**src/rtl/apb_master.sv**
```systemverilog
// -----------------------------------------------------------------------------
// apb_master
//
// Purpose:
//   Turns a simple command/response request interface into single APB
//   transfers. Each accepted command runs through SETUP and ACCESS on the APB
//   bus. The result is then held in RESP until the requester takes it. A
//   programmable wait-state timeout ends a transfer whose completer never
//   raises PREADY.
//
// Handshake semantics (both request-side channels):
//   A transfer on a channel happens on a rising PCLK edge where valid and
//   ready are both 1. The producer holds valid, and the payload that goes with
//   it, until that edge. The consumer may raise or drop ready in any cycle.
//   cmd_ready is high only in IDLE with PRESET low. rsp_valid is high only in
//   RESP, and the response fields do not change while it is high.
//
// Parameters:
//   TIMEOUT     - maximum number of ACCESS cycles spent waiting for PREADY
//                 (0 disables the timeout)
//
// Ports:
//   PCLK, PRESET        - clock, synchronous active-high reset
//   cmd_valid/ready     - command handshake
//   cmd_write           - 1 = write, 0 = read
//   cmd_addr, cmd_wdata - transfer address and write data
//   rsp_valid/ready     - response handshake
//   rsp_rdata           - read data (0 for writes and timeouts)
//   rsp_err             - completer error or timeout
//   rsp_timeout         - transfer ended by timeout
//   PSELx, PENABLE, PWRITE, PADDR, PWDATA - APB requester outputs
//   PRDATA, PREADY, PSLVERR               - APB completer returns
//   busy                - high whenever the FSM is not in IDLE
//   err_count           - saturating count of error responses
//   fsm_state           - current FSM state (0 IDLE, 1 SETUP, 2 ACCESS, 3 RESP)
// -----------------------------------------------------------------------------
module apb_master #(
    parameter int unsigned TIMEOUT = 255
) (
    input  logic        PCLK,
    input  logic        PRESET,

    input  logic        cmd_valid,
    output logic        cmd_ready,
    input  logic        cmd_write,
    input  logic [31:0] cmd_addr,
    input  logic [31:0] cmd_wdata,

    output logic        rsp_valid,
    input  logic        rsp_ready,
    output logic [31:0] rsp_rdata,
    output logic        rsp_err,
    output logic        rsp_timeout,

    output logic        PSELx,
    output logic        PENABLE,
    output logic        PWRITE,
    output logic [31:0] PADDR,
    output logic [31:0] PWDATA,
    input  logic [31:0] PRDATA,
    input  logic        PREADY,
    input  logic        PSLVERR,

    output logic        busy,
    output logic [7:0]  err_count,
    output logic [1:0]  fsm_state
);

    typedef enum logic [1:0] {
        IDLE   = 2'd0,
        SETUP  = 2'd1,
        ACCESS = 2'd2,
        RESP   = 2'd3
    } state_t;

    // The wait counter never needs to go past TIMEOUT. The extra headroom
    // keeps the width legal when TIMEOUT is 0, which is the disabled case.
    localparam int unsigned      CW          = $clog2(TIMEOUT + 2);
    localparam logic [CW-1:0]    TIMEOUT_CNT = CW'(TIMEOUT);

    state_t        state;
    state_t        state_next;
    logic [CW-1:0] wait_cnt;

    logic cmd_fire;
    logic rsp_fire;
    logic access_done;
    logic timeout_hit;

    // ------------------------------------------------------------------
    // State register
    // ------------------------------------------------------------------
    always_ff @(posedge PCLK) begin
        if (PRESET) begin
            state <= IDLE;
        end else begin
            state <= state_next;
        end
    end

    // ------------------------------------------------------------------
    // Next-state and decoded outputs
    // ------------------------------------------------------------------
    always_comb begin
        state_next  = state;
        cmd_ready   = 1'b0;
        rsp_valid   = 1'b0;
        PSELx       = 1'b0;
        PENABLE     = 1'b0;
        cmd_fire    = 1'b0;
        rsp_fire    = 1'b0;
        access_done = 1'b0;
        timeout_hit = 1'b0;

        case (state)
            IDLE: begin
                // cmd_ready is gated by PRESET so that no command looks
                // accepted in a cycle that reset is about to discard.
                cmd_ready = !PRESET;
                if (cmd_valid && !PRESET) begin
                    cmd_fire   = 1'b1;
                    state_next = SETUP;
                end
            end
            SETUP: begin
                PSELx      = 1'b1;
                state_next = ACCESS;
            end
            ACCESS: begin
                PSELx   = 1'b1;
                PENABLE = 1'b1;
                // PREADY wins over a timeout that would fire in the same cycle.
                if (PREADY) begin
                    access_done = 1'b1;
                    state_next  = RESP;
                end else if ((TIMEOUT != 0) && (wait_cnt == TIMEOUT_CNT)) begin
                    timeout_hit = 1'b1;
                    state_next  = RESP;
                end
            end
            RESP: begin
                rsp_valid = 1'b1;
                if (rsp_ready) begin
                    rsp_fire   = 1'b1;
                    state_next = IDLE;
                end
            end
            default: begin
                state_next = IDLE;
            end
        endcase
    end

    assign busy      = (state != IDLE);
    assign fsm_state = state;

    // ------------------------------------------------------------------
    // Datapath: APB request registers, wait counter, response, error count
    // ------------------------------------------------------------------
    always_ff @(posedge PCLK) begin
        if (PRESET) begin
            PWRITE      <= 1'b0;
            PADDR       <= '0;
            PWDATA      <= '0;
            wait_cnt    <= '0;
            rsp_rdata   <= '0;
            rsp_err     <= 1'b0;
            rsp_timeout <= 1'b0;
            err_count   <= '0;
        end else begin
            // The request registers load only on acceptance. This holds
            // them stable from SETUP through the end of ACCESS, and they
            // keep their last value while the bus is idle.
            if (cmd_fire) begin
                PWRITE   <= cmd_write;
                PADDR    <= cmd_addr;
                PWDATA   <= cmd_wdata;
                wait_cnt <= '0;
            end else if ((state == ACCESS) && !PREADY && (wait_cnt != '1)) begin
                wait_cnt <= wait_cnt + 1'b1;
            end

            // PRDATA and PSLVERR are sampled only on the completing cycle.
            if (access_done) begin
                rsp_rdata   <= PWRITE ? 32'd0 : PRDATA;
                rsp_err     <= PSLVERR;
                rsp_timeout <= 1'b0;
            end else if (timeout_hit) begin
                rsp_rdata   <= 32'd0;
                rsp_err     <= 1'b1;
                rsp_timeout <= 1'b1;
            end

            if (rsp_fire && rsp_err && (err_count != 8'hFF)) begin
                err_count <= err_count + 8'd1;
            end
        end
    end

endmodule

```
**config.mk**
```make
export PLATFORM = sky130hd
export DESIGN_NAME = apb_master
export DESIGN_NICKNAME = d
export VERILOG_FILES = /design/src/rtl/apb_master.sv
export SDC_FILE = /design/constraint.sdc
export NUM_CORES = 1
export LEC_CHECK = 0
export BUFFER_PORTS_ARGS = -buffer_cell sky130_fd_sc_hd__buf_4
export CORE_MARGIN = 2
export CORE_UTILIZATION = 40
export CTS_CLUSTER_DIAMETER = 60
export DETAILED_ROUTE_END_ITERATION = 16
export PLACE_DENSITY_LB_ADDON = 0.1
export SETUP_SLACK_MARGIN = 0.02
export SKIP_CTS_REPAIR_TIMING = 1
export SLEW_MARGIN = 25
export SYNTH_ARGS = -nofsm -noshare
export SYNTH_HDL_FRONTEND = slang
export SYNTH_SLANG_ARGS = --single-unit
```
**constraint.sdc**
```tcl
create_clock -name PCLK -period 1.85 [get_ports PCLK]
set_input_delay 0.37 -clock PCLK [delete_from_list [all_inputs] [get_ports PCLK]]
set_output_delay 0.37 -clock PCLK [all_outputs]
set_load 0.005 [all_outputs]
```
==> results.md <==
* #FFs+latches synth at 118
* CP Capture Type: flop
* Area contributors post-synth: dfxtp_1 (53%), nand2b_1 (9.0%), o21ai_0 (7.2%), nand2_1 (5.7%), a22oi_1 (5.3%)
* Tightest Pin Transition at around 430 ps
* Vias/cell at about 4.9
* # rows at 38
* Unique masters post-synth at 32
* Hold Path Sink: PADDR[30]
* Reg2reg end: wait_cnt[6]
* Ys flop type: dfxtp_1
* Final nets at 840
* Post-route DRC at 0
* Worst R2R Path Depth at 9
* Top cell type's share of synthesized area at a little over half
* Die Width at around 110 µm
* Clock H-tree levels at 4
* Largest net degree at the start of global routing at 55
* DRT antenna net count at 0
* Multi-input logic area at about 0.002 mm²
* Clock Tree Buf Depth at 2
* CTS clk-pin slew, worst paths at 50 ps
* Most common cell in the netlist: dfxtp_1
* Slowest stage delay, CP at 330 ps
* Worst Skew at 6.70 ps
* Worst hold stages at 3
* Pre-Repair DR Iteration Count at 4
* Die H at 110 µm
* Top post-synthesis cells by count: dfxtp_1 (118), nand2_1 (68), nand2b_1 (65), o21ai_0 (65), nor2_1 (54)
* Clk pwr share at around two fifths
* Final hold vios at 0
* Worst Path Buf+Inv at 1
* FILL cells at between 900 and 1000
* Pwr dens at between 1000 and 1500 mW/mm²
* I/O pins at 217
* Starting Density at about two fifths
* Cells after Synth at 508
* Crit path max fanout at 5
* Hold_ws at 47.0 ps
* Clock root buffer: clkbuf_8
* Worst setup SP type: flop
* Seq pwr share at 39.3%
* WL final at 12400 µm
* RePlAce Congestion at between 0.8 and 0.9
* Peak VDD IR at 719 µV
* Clock Latency Late Sink at around 520 ps
* Worst Path Required at 2250 ps
* Die Area at 0.0121 mm²
* I/O Buffers at 216
* F_max at 545 MHz
* Fin. max-slew vios at 0
* Fin area at 0.00698 mm²
* Clock sinks at 118
* CTS tree: done
* Via count at between 4000 and 5000
* Gate power share at 22.7%
* FF+latch area at 0.00237 mm²
* Worst EP arrival at 2240 ps
* 1st-iter DRT viols at around 270
* NetSw at 2.05 mW
* Fin crit share at 99.2%
* Tot Pwr at 7.93 mW
* Remaining Overflow, GRT at 0
* Critical register-to-register path startpoint: wait_cnt[0]
* Final setup vio count at 0
* Max transition margin at 71.0%
* Post-Synthesis Net Count at 619
* Min-delay src: cmd_addr[30]
* Cells along the critical path: ha_4 -> and3_4 -> and3_4 -> ha_4 -> nor3b_4 -> buf_6 -> nand4_1 -> xor2_1 -> nor2_1
* Antenna violations before repair at 0
* Sequential-to-total area share from yosys stat at a little over half
* Vias in the first global route at between 4000 and 5000
* RSZ-0062 raised after global routing: yes
* Switching share of power at 25.8%
* Outcome: completed
* Int Pwr at 5.88 mW
* Inserted Diodes at 0
* Detailed placement HPWL at 8820 µm
* Synth warn at 0
* Leak at 3.04 nW
* HP Class: input port to flop
* Async S/R FF share, synth at 0%
* Average size of a mapped cell at 8.85 µm²
* Number of synthesized flops with an enable pin at 0
* Dpl cell area at 0.00635 mm²
* Global-route usage over all layers at between 20% and 30%
* Mapped cell area at around 0.0045 mm²
* Reg2Reg Setup Slack at 10 ps
* CTS buffer count at 17
* Tmin final at around 1800 ps
* Critical setup path kind: flop to flop
* Avg WL per Cell at 14.1 µm
* First-pass GRT wire length at 18700 µm
* Leading area contributor after synthesis: dfxtp_1
* Core box area at 0.0109 mm²
* Layout area overhead at 55.2%
* Max-cap violations at 0
* Share of layout cells above drive strength 1 at 38.0%
* Crit-path slowest cell: dfxtp_2
* Origin of the worst setup path: wait_cnt[0]
* CP delay by family, top: simple AND/OR/NAND/NOR gates
-- power groups by stage --
stage | sequential, mW | combinational, mW | clock [mW]
floorplan | 3.16 | 0.696 | 0
global placement | 3.14 | 1.70 | 0
detailed placement | 3.15 | 1.75 | 0
CTS | 3.10 | 1.76 | 3.08
global route | 3.15 | 1.98 | 3.19
finish | 3.11 | 1.80 | 3.02
-- stage by stage --
stage	setup WS, ps	setup TNS (ps)	instances	util (%)
3_5_place_dp	10.7	0	847	58.3
5_1_grt	-81.5	-418	880	64.1
2_1_floorplan	17.3	0	508	-
3_3_place_gp	68.6	0	847	58.3
4_1_cts	-176	-409	877	63.4
6_report	14.5	0	880	64.1
-- worst reg2reg max path: cells and delay by family (launching register included) --
| family | cells | cell delay, ps |
|---|---|---|
| and+or+nand+nor | 5 | 750 |
| buffers and inverters | 1 | 150 |
| xor gates and xnor gates | 1 | 170 |
| adders and majority gates | 2 | 320 |
| DFF | 1 | 330 |
-- placed cells by master, fill, tap and decap left out, types with 6 or more instances in the layout --
master,netlist,layout
nor2_1,54,53
dfxtp_1,118,114
nand2b_1,65,65
buf_4,0,228
a21oi_1,6,6
o21ai_0,65,65
xor2_1,7,7
clkbuf_16,0,16
clkbuf_8,2,7
nand2_1,68,68
a22oi_1,32,32
a211oi_1,6,6
-- routing by layer --
| layer | track usage [%] | vias up | wire length [µm] |
|---|---|---|---|
| li1 | - | 2153 | - |
| met1 | 23.0 | 1927 | 5140 |
| met2 | 32.8 | 167 | 5760 |
| met3 | 7.88 | 27 | 1170 |
| met4 | 9.86 | 0 | 339 |
| met5 | 0 | - | 0 |
-- cells by family (layout without fill, tap and decap cells) --
| logic type | Yosys count | in the layout | share of synthesized area (%) |
|---|---|---|---|
| compound gates | 116 | 116 | 15.3 |
| fa+ha+maj | 8 | 8 | 2.23 |
| simple gates | 215 | 215 | 23.4 |
| buf+inv | 39 | 271 | 4.12 |
| xor+xnor | 9 | 9 | 1.75 |
| flops | 118 | 118 | 52.5 |
| mux | 3 | 3 | 0.668 |
-- state kept, by name, summed over array words and instances (netlist names) --
signal,flops
fsm_state,2
rsp_timeout,1
PWDATA,32
rsp_rdata,32
wait_cnt,9
err_count,8
rsp_err,1
PADDR,32
PWRITE,1
-- how the worst max path moves through the flow --
stage / endpoint / cells past startpoint
after floorplan: wait_cnt[5] / 8
after global placement: wait_cnt[4] / 9
after detailed placement: wait_cnt[6] / 9
after CTS: cmd_ready / 5
after global routing: wait_cnt[7] / 9
final: wait_cnt[6] / 9
-- area by class of cell --
type / count / share of cell area, %
flip-flops and latches: 118 / 33.9
multi-input cells: 351 / 29.1
repair buffers: 235 / 26.2
clock buffers: 27 / 7.33
well taps: 140 / 2.51
clock inverters: 3 / 0.574
inverters: 6 / 0.358
No activity file was read; power rests on OpenSTA's default activity.
